### src/rtl/regfile_read_arbiter.sv
// Round-robin arbiter sharing the register file's single read port between two requesters.
// Optional grant counters are built when RD_ARB_PERF_EN is defined.
module regfile_read_arbiter #(
  parameter int ADDR_W = 5,
  parameter int DATA_W = 32
) (
  input  logic              clk,
  input  logic              rst_n,
  input  logic              req0,
  input  logic [ADDR_W-1:0] addr0,
  input  logic              req1,
  input  logic [ADDR_W-1:0] addr1,
  output logic              gnt0,
  output logic              gnt1,
  output logic [ADDR_W-1:0] rf_raddr,
  input  logic [DATA_W-1:0] rf_rdata,
  output logic              rd_sel,
  output logic              rd_valid0,
  output logic              rd_valid1,
  output logic [DATA_W-1:0] rd_data,
  output logic [15:0]       perf_cnt0,
  output logic [15:0]       perf_cnt1
);

  typedef enum logic {IDLE, READ} state_t;

  state_t            state_reg, state_next;
  logic              last_reg;
  logic              sel_reg;
  logic [ADDR_W-1:0] addr_reg;
  logic              gnt0_reg, gnt1_reg;
  logic              rd_valid0_reg, rd_valid1_reg;
  logic [DATA_W-1:0] rd_data_reg;
  logic              any_req;
  logic              win_next;

  always_ff @(posedge clk or negedge rst_n) begin
    if (!rst_n) state_reg <= IDLE;
    else        state_reg <= state_next;
  end

  // On a tie the port that did not win last time is served.
  always_comb begin
    any_req    = req0 | req1;
    win_next   = (req0 && req1) ? ~last_reg : req1;
    state_next = state_reg;
    case (state_reg)
      IDLE:    state_next = any_req ? READ : IDLE;
      READ:    state_next = any_req ? READ : IDLE;
      default: state_next = IDLE;
    endcase
  end

  always_ff @(posedge clk or negedge rst_n) begin
    if (!rst_n) begin
      last_reg      <= 1'b1;
      sel_reg       <= 1'b0;
      addr_reg      <= '0;
      gnt0_reg      <= 1'b0;
      gnt1_reg      <= 1'b0;
      rd_valid0_reg <= 1'b0;
      rd_valid1_reg <= 1'b0;
      rd_data_reg   <= '0;
    end else begin
      if (any_req) begin
        last_reg <= win_next;
        sel_reg  <= win_next;
        addr_reg <= win_next ? addr1 : addr0;
        gnt0_reg <= ~win_next;
        gnt1_reg <= win_next;
      end else begin
        gnt0_reg <= 1'b0;
        gnt1_reg <= 1'b0;
      end
      // The word for the grant issued last cycle is captured as READ ends.
      if (state_reg == READ) begin
        rd_data_reg   <= rf_rdata;
        rd_valid0_reg <= ~sel_reg;
        rd_valid1_reg <= sel_reg;
      end else begin
        rd_valid0_reg <= 1'b0;
        rd_valid1_reg <= 1'b0;
      end
    end
  end

  assign gnt0      = gnt0_reg;
  assign gnt1      = gnt1_reg;
  assign rf_raddr  = addr_reg;
  assign rd_sel    = sel_reg;
  assign rd_valid0 = rd_valid0_reg;
  assign rd_valid1 = rd_valid1_reg;
  assign rd_data   = rd_data_reg;

`ifdef RD_ARB_PERF_EN
  logic [15:0] perf_cnt0_reg, perf_cnt1_reg;

  always_ff @(posedge clk or negedge rst_n) begin
    if (!rst_n) begin
      perf_cnt0_reg <= '0;
      perf_cnt1_reg <= '0;
    end else begin
      if (gnt0_reg && perf_cnt0_reg != 16'hFFFF) perf_cnt0_reg <= perf_cnt0_reg + 16'd1;
      if (gnt1_reg && perf_cnt1_reg != 16'hFFFF) perf_cnt1_reg <= perf_cnt1_reg + 16'd1;
    end
  end

  assign perf_cnt0 = perf_cnt0_reg;
  assign perf_cnt1 = perf_cnt1_reg;
`else
  assign perf_cnt0 = 16'h0000;
  assign perf_cnt1 = 16'h0000;
`endif

endmodule

### config.mk
export PLATFORM = sky130hd
export DESIGN_NAME = regfile_read_arbiter
export DESIGN_NICKNAME = d
export VERILOG_FILES = /design/src/rtl/regfile_read_arbiter.sv
export SDC_FILE = /design/constraint.sdc
export NUM_CORES = 1
export LEC_CHECK = 0
export BUFFER_PORTS_ARGS = -buffer_cell sky130_fd_sc_hd__buf_2
export CAP_MARGIN = 25
export CORE_ASPECT_RATIO = 1.4
export CORE_UTILIZATION = 44
export DETAILED_ROUTE_END_ITERATION = 8
export GPL_ROUTABILITY_DRIVEN = 0
export PLACE_DENSITY_LB_ADDON = 0.25
export SYNTH_ARGS = -nofsm -noshare
export SYNTH_HDL_FRONTEND = slang
export SYNTH_SLANG_ARGS = --single-unit
export TNS_END_PERCENT = 10
### constraint.sdc
create_clock -name clk -period 1.5 [get_ports clk]
set_input_delay 0.075 -clock clk [delete_from_list [all_inputs] [get_ports clk]]
set_output_delay 0.075 -clock clk [all_outputs]
set_load 0.005 [all_outputs]
# Word level (Yosys, flattened, before mapping)
# Cells that the tools add are included.
dict set report op_classes {
  n_mux 7
  bitwise 4
  reduce_logical 1
}
# op n
set op_table {}
lappend op_table {{$mux W1} 6}
lappend op_table {{$mux W5} 1}
lappend op_table {{$not A1 Y1} 3}
lappend op_table {{$logic_and A1 B1 Y1} 1}
lappend op_table {{$or A1 B1 Y1} 1}
dict set report word_totals {
  register_bits 44
  inputBits 46
  output_inout_bits 74
  word_cells 21
}

# Longest topological paths before layout
dict set report depth {
  ltp_word 4
  depth_mapped 4
}

# Worst setup path after synthesis
# No wires, ideal clock.
dict set report synth_path {
  kind {register to register}
  from {reg state_reg}
  to {reg rd_data_reg[0] (netlist: rd_data[0])}
  setup_time_ps 125
  arrival_ps 913
  required_ps 1375
  setup_slack_ps 462
  stages_incl_launch_ff 4
  n_path_buf 2
  period_less_slack_ps 1038
  path_cell_list {dfrtp_1 -> buf_6 -> buf_12 -> mux2_4}
}
# item line
set synth_lines {}
lappend synth_lines {{start, declared} 27} ;# state_t state_reg, state_next;
lappend synth_lines {{start signal, assigned} 39} ;# else state_reg <= state_next;
lappend synth_lines {{end signal, assigned} 77} ;# rd_data_reg <= rf_rdata;
lappend synth_lines {{end, declared} 33} ;# logic [DATA_W-1:0] rd_data_reg;
# No word-level cell between the ends.

# Worst setup path after layout
dict set report layout_path {
  from {reg state_reg}
  to {reg rd_data_reg[26] (netlist: rd_data[26])}
}
# No word-level cell between the ends.

==> impl_metrics.json <==
{
  "run_status": "completed",
  "power_uw": 2576,
  "synth_edf_count": 0,
  "reg2reg_from": "state_reg",
  "initial_core_util_pct": 45.89,
  "rsz0062_at_grt": "no",
  "clk_latency_ns": 0.29,
  "avgSynthCellArea_um2": 14.37,
  "end_kind": "register",
  "vdd_drop_max_mv": 0.4801,
  "yosysWarnings": 0,
  "hold_class": "in -> reg",
  "layout-drive-gt1-share_pct": 54.40,
  "grt_usage_pct": 15.12,
  "io_buffers": 87,
  "synth_cells": 146,
  "largest_reg_flops": 32,
  "final_antenna_net_count": 0,
  "synth_ff_type": "dfrtp_1",
  "cp_max_fo": 14,
  "drtIter0Drc": 58,
  "yosysTopAreaCell": "dfrtp_1",
  "numCtsBuffers": 5,
  "finalCritPeriodShare_pct": 75.95,
  "hpwl_mm": 2.585,
  "grt_pass1_wl_mm": 5.796,
  "crit_start": "state_reg",
  "max_freq_mhz": 877.7,
  "antenna_found_initial": 0,
  "clk_transition_reported_paths_ns": 0.08,
  "setup_viol": 0,
  "dieArea_um2": 5053,
  "wl_per_cell_um": 12.03,
  "rr_worst_depth": 2,
  "fin_tns_setup_ns": 0,
  "r2r_end": "rd_data[26]",
  "criticalPathCategory": "reg -> reg",
  "skew_ns": 0.004293,
  "vias": 1358,
  "clkSinkCount": 44,
  "finalWirelength_mm": 3.753,
  "h-tree-depth": 2,
  "clock-root-buffer": "clkbuf_8",
  "first_global_vias": 1214,
  "core_area_um2": 4572,
  "maxSlewViolCount": 0,
  "grt_overflow": 0,
  "synth_top_area_share_pct": 51.28,
  "synth.area.top_cells": "dfrtp_1 51%, mux2_4 20%, buf_4 11%",
  "synth_area_um2": 2098,
  "via_per_inst": 4.353,
  "die_y_um": 83.71,
  "rows": 29,
  "slowest_stage": "dfrtp_2",
  "antenna_cells": 0,
  "die_w_um": 60.37,
  "clk_path_buf_depth": 2,
  "async_flop_share_pct": 100.0,
  "path_cells": "buf_4, mux2_2",
  "final_nets": 295,
  "cp.required_ns": 1.68,
  "layout-area-overhead-vs-synth_pct": 26.83,
  "ys_seq_elements": 44,
  "power.density_nw_per_um2": 968.0,
  "crit_path_start_kind": "register",
  "hold_viol_final": 0,
  "synthDistinctLibCells": 24,
  "leakagePower_uw": 0.001453,
  "r2r_slack_ns": 0.36,
  "drc_errors": 0,
  "critPathCapture": "rd_data[26]",
  "drt-pass1-iter-count": 4,
  "cts_tree": "done",
  "crit_arrival_ns": 1.32,
  "drv_cap": 0,
  "ioPinCount": 120,
  "grt_max_degree": 21,
  "period_minus_slack_ns": 1.139,
  "yosysSeqAreaShare_pct": 52.53,
  "cpPeakStageDelay_ns": 0.39
}
-- metrics by stage --
step | util, % | area [um2] | setup WS (ns) | hold WS [ns] | cells
5_1_grt | 58.21 | 2661 | 0.3474 | 0.001683 | 312
3_3_place_gp | 53.56 | 2449 | 0.3999 | -0.02173 | 292
3_5_place_dp | 53.56 | 2449 | 0.3722 | -0.02237 | 292
2_1_floorplan | - | 2215 | 0.4620 | -0.2206 | 177
6_report | 58.21 | 2661 | 0.3607 | 0.01540 | 312
4_1_cts | 57.77 | 2641 | 0.3599 | 0.00003486 | 310
-- cell type report --
cell class              count  area, um2
clock buffers               5      68.82
clock inverters             3      23.77
fillers                   419       1911
inverters                   3      11.26
multi-input cells          92      778.2
flip-flops and latches     44       1104
well taps                  62      77.57
repair buffers            103      598.1
-- worst min path at each step --
stage | start | to | slack, ns | depth (start not counted)
after floorplan | rst_n | gnt0 | -0.22 | 0
after CTS | rf_rdata[7] | rd_data[7] | 0.00003 | 2
after global placement | rst_n | rd_data[12] | -0.02 | 1
final | rf_rdata[4] | rd_data[4] | 0.02 | 2
after global routing | rf_rdata[4] | rd_data[4] | 0.002 | 2
after detailed placement | rst_n | rd_data[12] | -0.02 | 1
-- logic make-up (layout without fill, tap and decap cells) --
family / count (synthesis) / in the layout / synth area share (%)
flip-flops: 44 / 44 / 52.53
buffers and inverters: 41 / 114 / 15.92
multiplexers: 37 / 37 / 24.57
AO/OA/AOI/OAI: 13 / 13 / 3.637
AND/OR/NAND/NOR: 10 / 10 / 3.161
other: 1 / 32 / 0.1787
-- worst max-delay path: cells and delay by family (launching register included) --
| family | cells | cell delay [ns] |
|---|---|---|
| DFF | 1 | 0.39 |
| buffers and inverters | 1 | 0.26 |
| muxes | 1 | 0.37 |
-- cell usage after synthesis (2+ instances only) --
cell type	count
o21ai_1	5
buf_4	32
a31oi_1	5
dfrtp_1	43
mux2_2	4
and3_1	4
mux2_4	28
buf_12	2
buf_6	2
mux2i_1	5
inv_1	3
-- metal layers --
layer | vias up | global-route usage [%] | wire length, um
met4 | 0 | 5.074 | 42
li1 | 638 | - | -
met3 | 6 | 5.116 | 348
met1 | 632 | 19.48 | 1592
met2 | 82 | 23.28 | 1770
met5 | - | 0 | 0
-- where the power goes --
| group | switching [uW] | leakage (uW) | internal, uW | total (uW) |
|---|---|---|---|---|
| clock network | 412 | 0.0000404 | 330 | 741 |
| registers | 62.2 | 0.000513 | 1300 | 1360 |
| logic | 195 | 0.000899 | 278 | 474 |
| total | 669 | 0.00145 | 1910 | 2580 |
-- cells in the final DEF, fill, tap and decap left out, types with 2 or more instances in the layout --
cell type	n
mux2_2	4
conb_1	32
buf_4	3
a31oi_1	5
clkinvlp_4	2
clkbuf_8	5
buf_2	87
o21ai_1	5
and3_1	4
mux2i_1	5
mux2_4	28
dfrtp_1	42
inv_1	3
dlygate4sd3_1	12
-- repair_timing --
item	CTS	global route
hold buffers	10	2
hold endpoints to repair	31	2
resized for setup	0	0
buffers inserted	0	0
No activity file was read; power rests on OpenSTA's default activity.
